--- src/rtl/yd_pkg.sv ---
// Shared definitions for the Yduck core: opcodes, register addresses, fetch defaults.
package yd_pkg;

   localparam int YD_AW = 16;
   localparam int YD_DW = 16;

   localparam logic [YD_DW-1:0] YD_NOP      = 16'h0000;
   localparam logic [YD_AW-1:0] YD_RESET_PC = 16'h0000;

   // Opcode field occupies instruction bits 15:12.
   localparam logic [3:0] NF = 4'h0;
   localparam logic [3:0] LD = 4'h1;
   localparam logic [3:0] ST = 4'h2;
   localparam logic [3:0] AD = 4'h3;
   localparam logic [3:0] SB = 4'h4;
   localparam logic [3:0] AN = 4'h5;
   localparam logic [3:0] OR = 4'h6;
   localparam logic [3:0] XR = 4'h7;
   localparam logic [3:0] SH = 4'h8;
   localparam logic [3:0] JP = 4'h9;
   localparam logic [3:0] JZ = 4'hA;
   localparam logic [3:0] CL = 4'hB;
   localparam logic [3:0] RT = 4'hC;
   localparam logic [3:0] IN = 4'hD;
   localparam logic [3:0] OU = 4'hE;
   localparam logic [3:0] TL = 4'hF;

   // Architectural register addresses.
   localparam logic [1:0] ZEA = 2'd0;
   localparam logic [1:0] DKA = 2'd1;
   localparam logic [1:0] R0A = 2'd2;
   localparam logic [1:0] PCA = 2'd3;

   function automatic logic [3:0] yd_opcode(input logic [YD_DW-1:0] word);
      return word[15:12];
   endfunction

endpackage

--- src/rtl/yd_ifq.sv ---
// Prefetch queue: synchronous FIFO of {instruction, pc}; flush beats push and pop.
module yd_ifq
   import yd_pkg::*;
#(
   parameter int AW    = 16,
   parameter int DW    = 16,
   parameter int DEPTH = 4
) (
   input  logic                     clk,
   input  logic                     rst_n,
   input  logic                     push,
   input  logic                     pop,
   input  logic                     flush,
   input  logic [DW-1:0]            push_inst,
   input  logic [AW-1:0]            push_pc,
   output logic [DW-1:0]            head_inst,
   output logic [AW-1:0]            head_pc,
   output logic                     head_valid,
   output logic [$clog2(DEPTH):0]   count
);

   localparam int PW = $clog2(DEPTH);
   localparam int CW = PW + 1;

   logic [DW-1:0] inst_q [DEPTH];
   logic [DW-1:0] inst_d [DEPTH];
   logic [AW-1:0] pc_q   [DEPTH];
   logic [AW-1:0] pc_d   [DEPTH];
   logic [PW-1:0] rd_ptr_q, rd_ptr_d;
   logic [PW-1:0] wr_ptr_q, wr_ptr_d;
   logic [CW-1:0] count_q, count_d;
   logic          do_pop;

   // Next-state for storage, pointers and occupancy; pointers wrap naturally mod DEPTH.
   always_comb begin
      inst_d   = inst_q;
      pc_d     = pc_q;
      rd_ptr_d = rd_ptr_q;
      wr_ptr_d = wr_ptr_q;
      count_d  = count_q;
      do_pop   = pop && (count_q != '0);
      if (flush) begin
         rd_ptr_d = '0;
         wr_ptr_d = '0;
         count_d  = '0;
      end else begin
         if (push) begin
            inst_d[wr_ptr_q] = push_inst;
            pc_d[wr_ptr_q]   = push_pc;
            wr_ptr_d         = wr_ptr_q + PW'(1);
         end
         if (do_pop) begin
            rd_ptr_d = rd_ptr_q + PW'(1);
         end
         count_d = count_q + CW'(push) - CW'(do_pop);
      end
   end

   // Queue registers.
   always_ff @(posedge clk or negedge rst_n) begin
      if (!rst_n) begin
         for (int i = 0; i < DEPTH; i++) begin
            inst_q[i] <= '0;
            pc_q[i]   <= '0;
         end
         rd_ptr_q <= '0;
         wr_ptr_q <= '0;
         count_q  <= '0;
      end else begin
         inst_q   <= inst_d;
         pc_q     <= pc_d;
         rd_ptr_q <= rd_ptr_d;
         wr_ptr_q <= wr_ptr_d;
         count_q  <= count_d;
      end
   end

   // Head is muxed from registers only; an empty queue presents a NOP at pc 0.
   assign head_valid = (count_q != '0);
   assign head_inst  = head_valid ? inst_q[rd_ptr_q] : DW'(YD_NOP);
   assign head_pc    = head_valid ? pc_q[rd_ptr_q]   : '0;
   assign count      = count_q;

endmodule

--- src/rtl/yd_ifetch.sv ---
// Instruction fetch: ROM request issue, single outstanding return, prefetch queue, jump redirect.
module yd_ifetch
   import yd_pkg::*;
#(
   parameter int            AW       = 16,
   parameter int            DW       = 16,
   parameter int            DEPTH    = 4,
   parameter logic [AW-1:0] RESET_PC = AW'(YD_RESET_PC)
) (
   input  logic          clk,
   input  logic          rst_n,
   output logic [AW-1:0] i_addr,
   output logic          i_en,
   input  logic [DW-1:0] i_dout,
   input  logic          redirect,
   input  logic [AW-1:0] redirect_pc,
   output logic [DW-1:0] inst,
   output logic [AW-1:0] inst_pc,
   output logic          inst_valid,
   input  logic          inst_ready
);

   localparam int CW = $clog2(DEPTH) + 1;

   logic [AW-1:0] fetch_pc_q, fetch_pc_d;
   logic [AW-1:0] req_pc_q, req_pc_d;
   logic          inflight_q, inflight_d;
   logic [CW-1:0] q_count;
   logic [CW-1:0] occupancy;
   logic          issue;
   logic          q_push;
   logic          q_pop;

   // Issue gate counts the outstanding return as occupied so a return never meets a full queue.
   // Redirect suppresses issue and the pending return; the target is fetched next cycle.
   always_comb begin
      occupancy  = q_count + CW'(inflight_q);
      issue      = rst_n && !redirect && (occupancy < CW'(DEPTH));
      q_push     = inflight_q && !redirect;
      q_pop      = inst_valid && inst_ready;
      fetch_pc_d = fetch_pc_q;
      req_pc_d   = req_pc_q;
      inflight_d = issue;
      if (redirect) begin
         fetch_pc_d = redirect_pc;
      end else if (issue) begin
         fetch_pc_d = fetch_pc_q + AW'(1);
         req_pc_d   = fetch_pc_q;
      end
   end

   // Fetch control registers.
   always_ff @(posedge clk or negedge rst_n) begin
      if (!rst_n) begin
         fetch_pc_q <= RESET_PC;
         req_pc_q   <= RESET_PC;
         inflight_q <= 1'b0;
      end else begin
         fetch_pc_q <= fetch_pc_d;
         req_pc_q   <= req_pc_d;
         inflight_q <= inflight_d;
      end
   end

   assign i_en   = issue;
   assign i_addr = fetch_pc_q;

   yd_ifq #(
      .AW    (AW),
      .DW    (DW),
      .DEPTH (DEPTH)
   ) u_ifq (
      .clk        (clk),
      .rst_n      (rst_n),
      .push       (q_push),
      .pop        (q_pop),
      .flush      (redirect),
      .push_inst  (i_dout),
      .push_pc    (req_pc_q),
      .head_inst  (inst),
      .head_pc    (inst_pc),
      .head_valid (inst_valid),
      .count      (q_count)
   );

   a_no_full_return: assert property (@(posedge clk) disable iff (!rst_n)
      !(inflight_q && (q_count == CW'(DEPTH))));

endmodule

--- config.mk ---
export PLATFORM = sky130hd
export DESIGN_NAME = yd_ifetch
export DESIGN_NICKNAME = d
export VERILOG_FILES = /design/src/rtl/yd_pkg.sv /design/src/rtl/yd_ifq.sv /design/src/rtl/yd_ifetch.sv
export SDC_FILE = /design/constraint.sdc
export NUM_CORES = 1
export LEC_CHECK = 0
export ABC_CLOCK_PERIOD_IN_PS = 6900
export BUFFER_PORTS_ARGS = -buffer_cell sky130_fd_sc_hd__buf_2
export CAP_MARGIN = 20
export CORE_MARGIN = 2
export CORE_UTILIZATION = 40
export DETAILED_ROUTE_END_ITERATION = 10
export HOLD_SLACK_MARGIN = 0.05
export PLACE_DENSITY = 0.57
export SLEW_MARGIN = 20
export SYNTH_ARGS = -nofsm -noshare
export SYNTH_HDL_FRONTEND = slang
export SYNTH_SLANG_ARGS = --single-unit
export TNS_END_PERCENT = 100
--- constraint.sdc ---
create_clock -name clk -period 6.9 [get_ports clk]
set_input_delay 0.345 -clock clk [delete_from_list [all_inputs] [get_ports clk]]
set_output_delay 0.345 -clock clk [all_outputs]
set_load 0.1 [all_outputs]
Word level (Yosys, flattened, before mapping)
Cells that the tools add are included.
{"block": "classes", "muxes": 19, "n_lt_le_gt_ge": 4, "n_addsub": 6, "n_bitwise": 3, "n_reduce_logical": 13}
{"operator": "$mux 16", "count": 9}
{"operator": "$bwmux 64", "count": 2}
{"operator": "$bmux 16 s2", "count": 2}
{"operator": "$demux 16 s2", "count": 1}
{"operator": "$add 16x1->16 const B", "count": 1}
{"operator": "$mux 2", "count": 4}
{"operator": "$add 3x1->3", "count": 2}
{"operator": "$ge 3x3->1 const B", "count": 2}
{"operator": "$logic_and 1x1->1", "count": 6}
{"operator": "$not 2->3", "count": 2}
{"operator": "$reduce_bool 2->1", "count": 3}
{"operator": "$add 2x1->2 const B", "count": 2}
{"operator": "$reduce_and 2->1", "count": 2}
{"operator": "$lt 3x1->1 const B", "count": 1}
{"operator": "$lt 3x3->1 const B", "count": 1}
{"operator": "$mux 3", "count": 1}
{"operator": "$reduce_bool 3->1", "count": 1}
{"operator": "$sub 3x1->3", "count": 1}
{"operator": "$logic_not 1->1", "count": 1}
{"operator": "$not 1->1", "count": 1}
{"block": "totals", "ff_bits": 168, "in_bits": 36}

Logic depth before layout (Yosys ltp)
Gate-level depths: netlist of the first run.
{"block": "logic_depth", "word_depth": 6, "ltp_mapped": 11}

Hierarchy
Synthesis of the first run repeated with hierarchy kept, for this count alone.
{"block": "unflattened", "cells_unflattened": 533, "hier_area_um2": 7821.3}
{"mod": "yd_ifq", "cells_each": 385, "area_per_inst_um2": 6209.7, "n_inst": 1, "seq_area_each_um2": 3378.2}
{"mod": "yd_ifetch", "cells_each": 148, "area_per_inst_um2": 1611.5, "n_inst": 1, "seq_area_each_um2": 825.8}

Worst setup path after synthesis of the first run
No wires, ideal clock.
{"block": "synth_path", "path_type": "register to output", "from": "reg u_ifq.count_q[1] (netlist: u_ifq.count[1])", "to": "out inst[10]", "setup_slack_ns": 3.956, "t_required_ns": 6.555, "t_arrival_ns": 2.599, "stages_incl_launch_ff": 5, "path_buffers": 2, "path_cell_list": "dfrtp_1 or3_1 clkbuf_1 clkbuf_1 and2_1"}
{"block": "synth_between", "elab_chain_cells": 2}
{"item": "start: declaration", "line": "yd_ifq.sv:31", "rtl": "logic [CW-1:0] count_q, count_d;"}
{"item": "start signal: assignment", "line": "yd_ifq.sv:74", "rtl": "count_q <= count_d;"}
{"item": "$reduce_bool 3->1", "line": "yd_ifq.sv:79", "rtl": "assign head_valid = (count_q != '0);"}
{"item": "named net inst_valid", "line": "yd_ifetch.sv:19", "rtl": "output logic inst_valid,"}
{"item": "$mux 16", "line": "yd_ifq.sv:80", "rtl": "assign head_inst = head_valid ? inst_q[rd_ptr_q] : DW'(YD_NOP);"}
{"item": "end: declaration", "line": "yd_ifetch.sv:17", "rtl": "output logic [DW-1:0] inst,"}
The timed path passes the listed nets, and every way through them passes these cells.

Final worst setup path of the first run
{"block": "layout_path", "from": "reg u_ifq.rd_ptr_q[0]", "to": "out inst_pc[11]"}
{"block": "layout_between", "elab_chain_cells": 5}
{"item": "start: declaration", "line": "yd_ifq.sv:29", "rtl": "logic [PW-1:0] rd_ptr_q, rd_ptr_d;"}
{"item": "start signal: assignment", "line": "yd_ifq.sv:72", "rtl": "rd_ptr_q <= rd_ptr_d;"}
{"item": "$not 2->3 (not written as such)", "line": "yd_ifq.sv:81", "rtl": "assign head_pc = head_valid ? pc_q[rd_ptr_q] : '0;"}
{"item": "$bmux 16 s2", "line": "yd_ifq.sv:81"}
{"item": "$mux 16 (not written as such) (2 in series)", "line": "yd_ifq.sv:81"}
{"item": "$mux 16", "line": "yd_ifq.sv:81"}
{"item": "end: declaration", "line": "yd_ifetch.sv:18", "rtl": "output logic [AW-1:0] inst_pc,"}
Every way passes these cells. The select of a mux whose other input is x is not followed.

==> impl_results.html, run 1 <==
<table>
<tr><th>Metric</th><th>Value</th></tr>
<tr><th colspan="2">Outcome</th></tr>
<tr><td>Result of the run</td><td>complete, no violations</td></tr>
<tr><th colspan="2">Logic synthesis</th></tr>
<tr><td>Largest cells by area after synthesis</td><td>dfrtp_1 (55%), mux2_2 (21%), mux4_2 (9.4%)</td></tr>
<tr><td>Most common flop cell mapped by yosys</td><td>dfrtp_1</td></tr>
<tr><td>Leading post-synthesis cells by instance count</td><td>dfrtp_1 (168), mux2_2 (144), and2_1 (33), mux4_2 (32), nor2_1 (16)</td></tr>
<tr><td>Number of distinct standard cells referenced by the synthesized netlist</td><td>34</td></tr>
<tr><td>Mean instance size in the synthesized netlist</td><td>14.57 um2</td></tr>
<tr><td>Most instantiated library cell after synthesis</td><td>dfrtp_1</td></tr>
<tr><td>Cells after Synth</td><td>524</td></tr>
<tr><td>Synthesized flop and latch total</td><td>168</td></tr>
<tr><td>Cell Area, Synth</td><td>7635 um2</td></tr>
<tr><td>Post-synthesis cell type with the largest combined area</td><td>dfrtp_1</td></tr>
<tr><td>Post-synth net total</td><td>568</td></tr>
<tr><td>Post-synth top area share</td><td>0.5506</td></tr>
<tr><td>Number of enable flip-flop cells after synthesis</td><td>0</td></tr>
<tr><td>Post-synthesis sequential area ratio</td><td>0.5506</td></tr>
<tr><td>Share of flip-flops with an asynchronous set or reset</td><td>1.000</td></tr>
<tr><td>Warning count from the yosys run</td><td>0</td></tr>
<tr><th colspan="2">Routing</th></tr>
<tr><td>Detail-routed via count per cell</td><td>5.405</td></tr>
<tr><td>ANT nets after route</td><td>0</td></tr>
<tr><td>Count of unresolved DRC violations after routing</td><td>0</td></tr>
<tr><td>Vias post-DR</td><td>4,594</td></tr>
<tr><td>Average wire per cell in the routed design</td><td>19.87 um</td></tr>
<tr><td>Wire length after detailed routing</td><td>16.89 mm</td></tr>
<tr><td>Drt initial violations</td><td>144</td></tr>
<tr><td>Initial DRT Pass Iterations</td><td>4</td></tr>
<tr><th colspan="2">Clock network</th></tr>
<tr><td>Maximum number of buffers from clock root to sink</td><td>2</td></tr>
<tr><td>Sink Count</td><td>168</td></tr>
<tr><td>H-tree Lvls</td><td>4</td></tr>
<tr><td>Clock tree root driver cell</td><td>clkbuf_16</td></tr>
<tr><td>Clock slew at reported path FFs</td><td>60 ps</td></tr>
<tr><td>Clock buffers created by TritonCTS</td><td>17</td></tr>
<tr><td>Clock tree from TritonCTS</td><td>yes</td></tr>
<tr><td>Source-to-sink clock delay at the later pin of the worst-skew pair</td><td>420 ps</td></tr>
<tr><td>Postcts setup bufs</td><td>0</td></tr>
<tr><th colspan="2">Placed design</th></tr>
<tr><td>Routability cong.</td><td>0.7452</td></tr>
<tr><td>DP Area</td><td>8274 um2</td></tr>
<tr><td>Worst setup slack before clock tree synthesis</td><td>4140 ps</td></tr>
<tr><td>Number of I/O port buffers</td><td>85</td></tr>
<tr><td>HPWL after DPL</td><td>10.17 mm</td></tr>
<tr><th colspan="2">Worst setup path</th></tr>
<tr><td>Biggest fanout along the worst timing path</td><td>19</td></tr>
<tr><td>Data required time of the worst path</td><td>6550 ps</td></tr>
<tr><td>Data arrival, critical path</td><td>2800 ps</td></tr>
<tr><td>Crit path kind</td><td>flip-flop to output pin</td></tr>
<tr><td>Startpoint type of the worst setup path</td><td>flip-flop</td></tr>
<tr><td>Endpoint kind of the worst setup timing path</td><td>output pin</td></tr>
<tr><th colspan="2">STA</th></tr>
<tr><td>Slew at the pin closest to its max-slew limit</td><td>1064 ps</td></tr>
<tr><td>Slew Limit Fails</td><td>0</td></tr>
<tr><td>Final clock period utilization by the worst path</td><td>0.4558</td></tr>
<tr><td>Fin Setup TNS</td><td>0 ps</td></tr>
<tr><td>Fin crit period</td><td>3145 ps</td></tr>
<tr><td>Final clock skew</td><td>6.441 ps</td></tr>
<tr><td>Setup violation total in the final timing report</td><td>0</td></tr>
<tr><td>Setup repair after global routing missed its margin</td><td>false</td></tr>
<tr><td>Slew headroom</td><td>0.2883</td></tr>
<tr><td>Final Hold Viols</td><td>0</td></tr>
<tr><td>Highest clock rate</td><td>318.0 MHz</td></tr>
<tr><td>Final worst slack</td><td>3755 ps</td></tr>
<tr><th colspan="2">Cells and area</th></tr>
<tr><td>Area overhead of the layout relative to synthesis</td><td>16.77%</td></tr>
<tr><td>Number of antenna repair diodes</td><td>0</td></tr>
<tr><td>Layout cell share with drive strength beyond 1</td><td>0.4968</td></tr>
<tr><td>Area of all placed cells without fillers</td><td>8915 um2</td></tr>
<tr><td># nets final</td><td>647</td></tr>
<tr><th colspan="2">Floorplan</th></tr>
<tr><td>Boundary Pins</td><td>86</td></tr>
<tr><td>Die span in x</td><td>142.2 um</td></tr>
<tr><td>Row count</td><td>50</td></tr>
<tr><td>Die Height</td><td>142.2 um</td></tr>
<tr><td>Area of the die</td><td>20,210 um2</td></tr>
<tr><td>Effective utilization at floorplan</td><td>0.4082</td></tr>
<tr><td>Core footprint</td><td>18,710 um2</td></tr>
<tr><th colspan="2">GRT</th></tr>
<tr><td>Largest net degree at the start of global routing</td><td>71</td></tr>
<tr><td>Remaining global-route overflow</td><td>0</td></tr>
<tr><td>Number of antenna violations at the first check in global routing</td><td>0</td></tr>
<tr><td>Total track usage</td><td>0.1745</td></tr>
<tr><td>Vias in the first global route</td><td>4,930</td></tr>
<tr><td>First-pass GRT wire length</td><td>26.77 mm</td></tr>
<tr><th colspan="2">Min path</th></tr>
<tr><td>Tightest Hold Check Type</td><td>input pin to flip-flop</td></tr>
<tr><th colspan="2">Flow run</th></tr>
<tr><td>Max_cap viols</td><td>0</td></tr>
</table>
-- flip-flops by register name (all words and copies together), names as in the netlist --
name and count:
u_ifq.rd_ptr_q 2, req_pc_q 16, i_addr 16, u_ifq.count 3, u_ifq.wr_ptr_q 2, u_ifq.pc_q 64, inflight_q 1, u_ifq.inst_q 64
-- routing by layer --
layer | vias up | global-route usage | wire length (um)
met5 | - | 0 | 0
met4 | 0 | 0.05895 | 212
met3 | 16 | 0.03230 | 561
met2 | 81 | 0.2777 | 8090
met1 | 2427 | 0.2427 | 8026
li1 | 2070 | - | -
-- critical path, cell delays in order (launching register included) --
cell and delay [ps]:
dfrtp_2 830, buf_4 460, mux4_2 540, and2_1 220
buf_2 310
-- layout make-up --
cell class / instances / area (um2)
clock buffer: 20 / 456.7
inverter: 9 / 33.78
clock inverter: 12 / 173.9
multi-input combinational: 317 / 3279
timing repair buffer: 90 / 471.7
tap: 234 / 292.8
sequential: 168 / 4207
fill: 1683 / 9791
-- cells by family after synthesis --
logic type                 count (synthesis)  share of synthesized area
muxes                                    179                     0.3109
DFF                                      168                     0.5506
and+or+nand+nor                           89                    0.06473
buffers and inverters                     39                    0.02114
adders and majority gates                  8                    0.01409
AOI/OAI and AO/OA                         31                    0.02704
xor gates and xnor gates                  10                    0.01147
-- worst paths after layout --
path	start	to	cells after the start	slack (ps)
worst max-delay path	u_ifq.rd_ptr_q[0]	inst_pc[11]	4	3750
worst max register to register	u_ifq.count[1]	u_ifq.count[2]	10	4470
min in group asynchronous	rst_n	u_ifq.inst_q[17]	2	430
worst min-delay path	redirect_pc[1]	i_addr[1]	3	130
max in group asynchronous	rst_n	u_ifq.pc_q[55]	4	4520
worst min register to register	u_ifq.inst_q[28]	u_ifq.inst_q[28]	1	500
-- per-stage QoR --
step                std cells  hold WS [ps]  utilization
floorplan                 524         49.41            -
global placement          817         322.7       0.4423
detailed placement        817         328.0       0.4423
CTS                       850         113.5       0.4766
global route              850         138.2       0.4766
finish                    850         126.2       0.4766
-- cells in the final DEF (no fill, tap or decap), types with 2 or more instances in the layout --
cell type,instances
dfrtp_1,166
dfrtp_2,2
ha_1,7
xor2_1,5
bufinv_16,4
mux4_2,32
and2_1,33
mux2i_1,2
clkbuf_16,17
and3_1,3
buf_2,84
clkbuf_8,2
nor2b_1,2
and4_1,2
or3_1,6
nand4_1,2
nand2_2,5
buf_4,4
inv_1,9
o31ai_1,5
or4_1,5
mux2_2,144
nand3_1,5
o21ai_0,10
nand2_1,9
o211ai_1,2
nor2_1,16
clkinv_2,3
clkinvlp_4,4
xnor2_1,5
a31oi_1,10
-- repair_timing --
item / 4_1_cts / 5_1_grt
resized for setup: 0 / 0
endpoints found under the setup margin: 0 / 0
hold buffers: 1 / 0
endpoints found under the hold margin: 46 / 0
Power of run 1 is not shown: default switching activity piles up to over one toggle a cycle in this logic, so the estimate is an artifact.
==> run 2: changes to the inputs <==
ABC_CLOCK_PERIOD_IN_PS = 2580   (was 6900)
PLACE_DENSITY = 0.59   (was 0.57)
clock period = 2.58 ns   (was 6.9 ns; I/O delays follow)
==> impl_results.html, run 2 (synthesized netlist as in run 1, its figures left out) <==
<table>
<tr><th>Metric</th><th>Value</th></tr>
<tr><th colspan="2">Cells and area</th></tr>
<tr><td>Total of fill cells in the finished design</td><td>1,538 (-8.6%)</td></tr>
<tr><td>Area overhead of the layout relative to synthesis</td><td>28.52%</td></tr>
<tr><td>Layout cell share with drive strength beyond 1</td><td>0.4795 (-0.01724)</td></tr>
<tr><td>Layout Cells excl Fill</td><td>893 (+5.1%)</td></tr>
<tr><td># nets final</td><td>690 (+6.6%)</td></tr>
<tr><td>Most frequent cells in the layout</td><td>dfrtp_1 (167), mux2_2 (144), buf_2 (51)</td></tr>
<tr><td>Leading cell type in the layout, fill and taps excluded</td><td>dfrtp_1</td></tr>
<tr><td>Number of antenna repair diodes</td><td>0 (unchanged)</td></tr>
<tr><td>Leading registers by flop count</td><td>u_ifq.inst_q: 64 flops, u_ifq.pc_q: 64 flops</td></tr>
<tr><th colspan="2">STA</th></tr>
<tr><td>Highest clock rate</td><td>417.5 MHz</td></tr>
<tr><td>Final Hold Viols</td><td>0 (unchanged)</td></tr>
<tr><td>Final clock period utilization by the worst path</td><td>0.9284</td></tr>
<tr><td>Slew at the pin closest to its max-slew limit</td><td>784.6 ps (-279.1 ps)</td></tr>
<tr><td>Final clock skew</td><td>11.65 ps (+5.209 ps)</td></tr>
<tr><td>Slew headroom</td><td>0.4769 (+0.1886)</td></tr>
<tr><td>Fin crit period</td><td>2395 ps</td></tr>
<tr><td>Slew Limit Fails</td><td>0 (unchanged)</td></tr>
<tr><td>Fin Setup TNS</td><td>0 ps (unchanged)</td></tr>
<tr><td>Setup repair after global routing missed its margin</td><td>false</td></tr>
<tr><td>Post-route worst hold slack</td><td>76.36 ps (-49.80 ps)</td></tr>
<tr><td>Setup violation total in the final timing report</td><td>0 (unchanged)</td></tr>
<tr><th colspan="2">GRT</th></tr>
<tr><td>Remaining global-route overflow</td><td>0 (unchanged)</td></tr>
<tr><td>Vias in the first global route</td><td>5,014 (+1.7%)</td></tr>
<tr><td>Number of antenna violations at the first check in global routing</td><td>0 (unchanged)</td></tr>
<tr><td>Largest net degree at the start of global routing</td><td>88 (+24%)</td></tr>
<tr><td>Total track usage</td><td>0.1735 (-0.001003)</td></tr>
<tr><td>First-pass GRT wire length</td><td>26.92 mm (+0.54%)</td></tr>
<tr><th colspan="2">Worst setup path</th></tr>
<tr><td>Top Family by Delay on Critical Path</td><td>adder cells</td></tr>
<tr><td>Biggest fanout along the worst timing path</td><td>4 (-15)</td></tr>
<tr><td>Max stage delay on crit path</td><td>410 ps (-420 ps)</td></tr>
<tr><td>Start of the worst register-to-register path</td><td>u_ifq.count[0]</td></tr>
<tr><td>Endpoint kind of the worst setup timing path</td><td>flip-flop</td></tr>
<tr><td>Buffers and inverters on the worst path</td><td>2 (unchanged)</td></tr>
<tr><td>Crit. Startpoint</td><td>u_ifq.count[0]</td></tr>
<tr><td>Data required time of the worst path</td><td>2880 ps (-3670 ps)</td></tr>
<tr><td>Crit path kind</td><td>flip-flop to flip-flop</td></tr>
<tr><td>Startpoint type of the worst setup path</td><td>flip-flop</td></tr>
<tr><td>CP max-delay cell</td><td>dfrtp_1</td></tr>
<tr><td>Worst-path cell chain</td><td>or3_1 &gt; and2_1 &gt; ha_1 &gt; inv_1 &gt; ha_1 &gt; inv_1 &gt; fa_1 &gt; xor2_1 &gt; xnor2_1 &gt; nor2_1</td></tr>
<tr><td>Data arrival, critical path</td><td>2700 ps (-100 ps)</td></tr>
<tr><th colspan="2">Clock network</th></tr>
<tr><td>Sink Count</td><td>168 (unchanged)</td></tr>
<tr><td>Clock tree from TritonCTS</td><td>yes</td></tr>
<tr><td>Clock slew at reported path FFs</td><td>60 ps (about the same)</td></tr>
<tr><td>H-tree Lvls</td><td>4 (unchanged)</td></tr>
<tr><td>Clock buffers created by TritonCTS</td><td>17 (unchanged)</td></tr>
<tr><td>Clock tree root driver cell</td><td>clkbuf_16</td></tr>
<tr><td>Source-to-sink clock delay at the later pin of the worst-skew pair</td><td>430 ps (about the same)</td></tr>
<tr><td>Maximum number of buffers from clock root to sink</td><td>2 (unchanged)</td></tr>
<tr><th colspan="2">Power and ir drop</th></tr>
<tr><td>Fraction of power consumed by combinational cells</td><td>0.528</td></tr>
<tr><td>Internal power</td><td>7.746 mW</td></tr>
<tr><td>Pwr Density</td><td>1393 nW/um2</td></tr>
<tr><td>Part of the total power dissipated in sequential elements</td><td>0.288</td></tr>
<tr><td>Clock network fraction of total power</td><td>0.184</td></tr>
<tr><td>Peak supply drop</td><td>820.4 uV</td></tr>
<tr><td>Lkg Pwr</td><td>4.423 nW</td></tr>
<tr><td>Sw power</td><td>5.920 mW</td></tr>
<tr><td>Fraction of power spent switching nets</td><td>0.4332</td></tr>
<tr><th colspan="2">Floorplan</th></tr>
<tr><td>Boundary Pins</td><td>86 (unchanged)</td></tr>
<tr><td>Area of the die</td><td>20,210 um2 (unchanged)</td></tr>
<tr><td>Die span in x</td><td>142.2 um (unchanged)</td></tr>
<tr><td>Die Height</td><td>142.2 um (unchanged)</td></tr>
<tr><td>Core footprint</td><td>18,710 um2 (unchanged)</td></tr>
<tr><td>Row count</td><td>50 (unchanged)</td></tr>
<tr><td>Effective utilization at floorplan</td><td>0.4082 (unchanged)</td></tr>
<tr><th colspan="2">Routing</th></tr>
<tr><td>Count of unresolved DRC violations after routing</td><td>0 (unchanged)</td></tr>
<tr><td>Initial DRT Pass Iterations</td><td>4 (unchanged)</td></tr>
<tr><td>Vias post-DR</td><td>4,718 (+2.7%)</td></tr>
<tr><td>ANT nets after route</td><td>0 (unchanged)</td></tr>
<tr><td>Drt initial violations</td><td>222 (+54%)</td></tr>
<tr><td>Average wire per cell in the routed design</td><td>18.42 um (-7.3%)</td></tr>
<tr><td>Wire length after detailed routing</td><td>16.45 mm (-2.6%)</td></tr>
<tr><td>Detail-routed via count per cell</td><td>5.283 (-2.2%)</td></tr>
<tr><th colspan="2">Outcome</th></tr>
<tr><td>Result of the run</td><td>complete, no violations</td></tr>
<tr><th colspan="2">Min path</th></tr>
<tr><td>Tightest Hold Check Type</td><td>input pin to flip-flop</td></tr>
<tr><td>Hold wc startpoint</td><td>inst_ready</td></tr>
<tr><th colspan="2">Placed design</th></tr>
<tr><td>Number of I/O port buffers</td><td>85 (unchanged)</td></tr>
<tr><td>Routability cong.</td><td>0.7876 (+5.7%)</td></tr>
<tr><td>Number of placed instances with taps included</td><td>828 (+1.3%)</td></tr>
<tr><td>HPWL after DPL</td><td>10.46 mm (+2.9%)</td></tr>
<tr><th colspan="2">Flow run</th></tr>
<tr><td>Max_cap viols</td><td>0 (unchanged)</td></tr>
</table>
[run 2: final cells by class]
class	instances	area, um2	area share
clock buffers	19	442.9	0.04514
well taps	234	292.8	0.02984
flip-flops and latches	168	4205	0.4286
repair buffers	133	1411	0.1438
inverters	9	33.78	0.003443
multi-input cells	317	3279	0.3342
clock inverters	13	146.4	0.01492
[run 2: what timing repair did]
action | CTS | global route
setup endpoints to repair | 0 | 0
buffers inserted | 0 | 0
resized for setup | 0 | 0
endpoints found under the hold margin | 118 | 0
hold buffers | 33 | 0
[run 2: routing by layer]
layer,vias up,global-route usage,wire (um)
met5,-,0,0
met4,0,0.04158,123
met3,9,0.04206,587
met2,96,0.2873,8204
met1,2448,0.2322,7537
li1,2165,-,-
[run 2: tightest hold or removal path, cell delays in order]
cell,delay [ps]
buf_2,110
nand3_1,80
xor2_1,60
nor2_1,80
[run 2: power groups by stage]
stage               registers [mW]  logic (mW)  clock network, mW
finish                        3.93        7.22               2.52
floorplan                     3.98        4.77                  0
global route                  4.04        7.52               2.71
global placement              3.90        7.17                  0
detailed placement            3.98        7.25                  0
CTS                           3.93        7.30               2.58
[run 2: worst paths after layout]
| kind | slack (ps) | end | cells after the start |
|---|---|---|---|
| max | 180 | u_ifq.count[2] | 10 |
| min | 80 | u_ifq.rd_ptr_q[1] | 4 |
| max reg2reg | 180 | u_ifq.count[2] | 10 |
| min reg2reg | 500 | u_ifq.inst_q[27] | 1 |
| max in group asynchronous | 1230 | u_ifq.inst_q[55] | 3 |
| min in group asynchronous | 220 | u_ifq.inst_q[41] | 2 |
[run 2: through the flow]
stage | utilization | cell area (um2) | power, mW | worst slack [ps]
3_5_place_dp | 0.4752 | 8889 | 11.23 | 200.5
4_1_cts | 0.5243 | 9808 | 13.82 | 152.2
3_3_place_gp | 0.4752 | 8889 | 11.07 | 302.0
2_1_floorplan | - | 7636 | 8.746 | 151.2
6_report | 0.5245 | 9812 | 13.67 | 184.7
5_1_grt | 0.5245 | 9812 | 14.28 | 49.97
Note: power is estimated with default switching activity, not from simulation.
==> run 3: changes to the inputs <==
CTS_BUF_LIST = sky130_fd_sc_hd__clkbuf_4 sky130_fd_sc_hd__clkbuf_8 sky130_fd_sc_hd__clkbuf_16   (was unset)
==> impl_results.html, run 3 (synthesized netlist as in run 1, its figures left out) <==
<table>
<tr><th>Metric</th><th>Value</th></tr>
<tr><th colspan="2">Cells and area</th></tr>
<tr><td>Area of all placed cells without fillers</td><td>9816 um2 (about the same)</td></tr>
<tr><td>Total of fill cells in the finished design</td><td>1,537 (-0.065%)</td></tr>
<tr><td>Number of antenna repair diodes</td><td>0 (unchanged)</td></tr>
<tr><td>Leading cell type in the layout, fill and taps excluded</td><td>dfrtp_1</td></tr>
<tr><td>Most frequent cells in the layout</td><td>dfrtp_1 (167), mux2_2 (144), buf_2 (51)</td></tr>
<tr><td>Layout cell share with drive strength beyond 1</td><td>0.4810 (+0.001517)</td></tr>
<tr><td>Final design utilization</td><td>0.5247 (about the same)</td></tr>
<tr><td># nets final</td><td>690 (unchanged)</td></tr>
<tr><td>Leading registers by flop count</td><td>u_ifq.inst_q: 64 flops, u_ifq.pc_q: 64 flops</td></tr>
<tr><td>Layout Cells excl Fill</td><td>893 (unchanged)</td></tr>
<tr><td>Area overhead of the layout relative to synthesis</td><td>28.56% (about the same)</td></tr>
<tr><th colspan="2">Outcome</th></tr>
<tr><td>Result of the run</td><td>complete, no violations</td></tr>
<tr><th colspan="2">STA</th></tr>
<tr><td>Final worst slack</td><td>193.3 ps (+8.595 ps)</td></tr>
<tr><td>Final Hold Viols</td><td>0 (unchanged)</td></tr>
<tr><td>Slew Limit Fails</td><td>0 (unchanged)</td></tr>
<tr><td>Highest clock rate</td><td>419.0 MHz (+0.36%)</td></tr>
<tr><td>Post-route worst hold slack</td><td>78.53 ps (+2.165 ps)</td></tr>
<tr><td>Final clock period utilization by the worst path</td><td>0.9251 (-0.003331)</td></tr>
<tr><td>Setup violation total in the final timing report</td><td>0 (unchanged)</td></tr>
<tr><td>Final clock skew</td><td>11.91 ps (+0.2611 ps)</td></tr>
<tr><td>Fin Setup TNS</td><td>0 ps (unchanged)</td></tr>
<tr><td>Setup repair after global routing missed its margin</td><td>false</td></tr>
<tr><td>Slew at the pin closest to its max-slew limit</td><td>792.3 ps (+7.615 ps)</td></tr>
<tr><td>Slew headroom</td><td>0.4718 (-0.005077)</td></tr>
<tr><td>Fin crit period</td><td>2387 ps (-8.595 ps)</td></tr>
<tr><th colspan="2">GRT</th></tr>
<tr><td>Number of antenna violations at the first check in global routing</td><td>0 (unchanged)</td></tr>
<tr><td>First-pass GRT wire length</td><td>26.89 mm (-0.10%)</td></tr>
<tr><td>Largest net degree at the start of global routing</td><td>88 (unchanged)</td></tr>
<tr><td>Vias in the first global route</td><td>5,019 (+0.10%)</td></tr>
<tr><td>Total track usage</td><td>0.1734 (-0.0001938)</td></tr>
<tr><td>Remaining global-route overflow</td><td>0 (unchanged)</td></tr>
<tr><th colspan="2">Placed design</th></tr>
<tr><td>Routability cong.</td><td>0.7876 (unchanged)</td></tr>
<tr><td>DP Area</td><td>8889 um2 (unchanged)</td></tr>
<tr><td>HPWL after DPL</td><td>10.46 mm (unchanged)</td></tr>
<tr><td>Number of I/O port buffers</td><td>85 (unchanged)</td></tr>
<tr><td>Number of placed instances with taps included</td><td>828 (unchanged)</td></tr>
<tr><td>Worst setup slack before clock tree synthesis</td><td>200.5 ps (unchanged)</td></tr>
<tr><th colspan="2">Worst setup path</th></tr>
<tr><td>Top Family by Delay on Critical Path</td><td>adder cells</td></tr>
<tr><td>CP max-delay cell</td><td>dfrtp_1</td></tr>
<tr><td>Startpoint type of the worst setup path</td><td>flip-flop</td></tr>
<tr><td>Max stage delay on crit path</td><td>410 ps (about the same)</td></tr>
<tr><td>Endpoint kind of the worst setup timing path</td><td>flip-flop</td></tr>
<tr><td>Data required time of the worst path</td><td>2880 ps (about the same)</td></tr>
<tr><td>Worst-path cell chain</td><td>or3_1 &gt; and2_1 &gt; ha_1 &gt; inv_1 &gt; ha_1 &gt; inv_1 &gt; fa_1 &gt; xor2_1 &gt; xnor2_1 &gt; nor2_1</td></tr>
<tr><td>Crit path kind</td><td>flip-flop to flip-flop</td></tr>
<tr><td>Buffers and inverters on the worst path</td><td>2 (unchanged)</td></tr>
<tr><td>Data arrival, critical path</td><td>2690 ps (about the same)</td></tr>
<tr><td>Biggest fanout along the worst timing path</td><td>4 (unchanged)</td></tr>
<tr><th colspan="2">Routing</th></tr>
<tr><td>Detail-routed via count per cell</td><td>5.316 (+0.61%)</td></tr>
<tr><td>Vias post-DR</td><td>4,747 (+0.61%)</td></tr>
<tr><td>Average wire per cell in the routed design</td><td>18.43 um (about the same)</td></tr>
<tr><td>Count of unresolved DRC violations after routing</td><td>0 (unchanged)</td></tr>
<tr><td>Drt initial violations</td><td>228 (+2.7%)</td></tr>
<tr><td>ANT nets after route</td><td>0 (unchanged)</td></tr>
<tr><td>Initial DRT Pass Iterations</td><td>4 (unchanged)</td></tr>
<tr><td>Wire length after detailed routing</td><td>16.46 mm (about the same)</td></tr>
<tr><th colspan="2">Clock network</th></tr>
<tr><td>Clock tree root driver cell</td><td>clkbuf_16</td></tr>
<tr><td>Clock slew at reported path FFs</td><td>60 ps (about the same)</td></tr>
<tr><td>Clock buffers created by TritonCTS</td><td>17 (unchanged)</td></tr>
<tr><td>Sink Count</td><td>168 (unchanged)</td></tr>
<tr><td>Maximum number of buffers from clock root to sink</td><td>2 (unchanged)</td></tr>
<tr><td>Clock tree from TritonCTS</td><td>yes</td></tr>
<tr><td>H-tree Lvls</td><td>4 (unchanged)</td></tr>
<tr><td>Source-to-sink clock delay at the later pin of the worst-skew pair</td><td>430 ps (about the same)</td></tr>
<tr><th colspan="2">Floorplan</th></tr>
<tr><td>Core footprint</td><td>18,710 um2 (unchanged)</td></tr>
<tr><td>Die span in x</td><td>142.2 um (unchanged)</td></tr>
<tr><td>Die Height</td><td>142.2 um (unchanged)</td></tr>
<tr><td>Area of the die</td><td>20,210 um2 (unchanged)</td></tr>
<tr><td>Effective utilization at floorplan</td><td>0.4082 (unchanged)</td></tr>
<tr><td>Row count</td><td>50 (unchanged)</td></tr>
<tr><td>Boundary Pins</td><td>86 (unchanged)</td></tr>
<tr><th colspan="2">Power and ir drop</th></tr>
<tr><td>Overall power after layout</td><td>13.68 mW (about the same)</td></tr>
<tr><td>Lkg Pwr</td><td>4.427 nW (about the same)</td></tr>
<tr><td>Pwr Density</td><td>1393 nW/um2 (about the same)</td></tr>
<tr><td>Peak supply drop</td><td>820.6 uV (about the same)</td></tr>
<tr><th colspan="2">Min path</th></tr>
<tr><td>Tightest Hold Check Type</td><td>input pin to flip-flop</td></tr>
<tr><th colspan="2">Flow run</th></tr>
<tr><td>Max_cap viols</td><td>0 (unchanged)</td></tr>
</table>
## run 3: final timing paths
check	from	to	depth (start not counted)	slack (ps)
max in group asynchronous	rst_n	u_ifq.inst_q[33]	3	1210
min in group asynchronous	rst_n	u_ifq.inst_q[41]	2	230
worst max register to register	u_ifq.count[0]	u_ifq.count[2]	10	190
worst min-delay path	inst_ready	u_ifq.rd_ptr_q[1]	4	80
worst max-delay path	u_ifq.count[0]	u_ifq.count[2]	10	190
worst min register to register	u_ifq.inst_q[14]	u_ifq.inst_q[14]	1	500
## run 3: cell type report
cell class / instances / area, um2 / area share
multi-input combinational: 317 / 3279 / 0.3341
clock buffer: 19 / 446.7 / 0.04551
sequential: 168 / 4205 / 0.4284
inverter: 9 / 33.78 / 0.003442
timing repair buffer: 133 / 1411 / 0.1438
tap: 234 / 292.8 / 0.02983
clock inverter: 13 / 146.4 / 0.01491
## run 3: per-layer routing
layer,routed length [um],up-vias,GRT usage
met5,0,-,0
met3,635,12,0.04206
met4,126,0,0.04158
met1,7476,2470,0.2308
met2,8217,99,0.2883
li1,-,2166,-
## run 3: worst min-delay path: stages
cell,delay [ps]
buf_2,110
nand3_1,80
xor2_1,60
nor2_1,80
## run 3: power breakdown
group	switching (mW)	internal, mW	leakage [nW]	total (mW)
registers	0.526	3.40	2.15	3.93
clock network	1.06	1.47	0.281	2.53
logic	4.33	2.88	1.99	7.21
## run 3: timing repair
action                    4_1_cts  5_1_grt
hold buffers                   33        0
setup buffers                   0        0
hold endpoints to repair      118        0
gates resized for setup         0        0
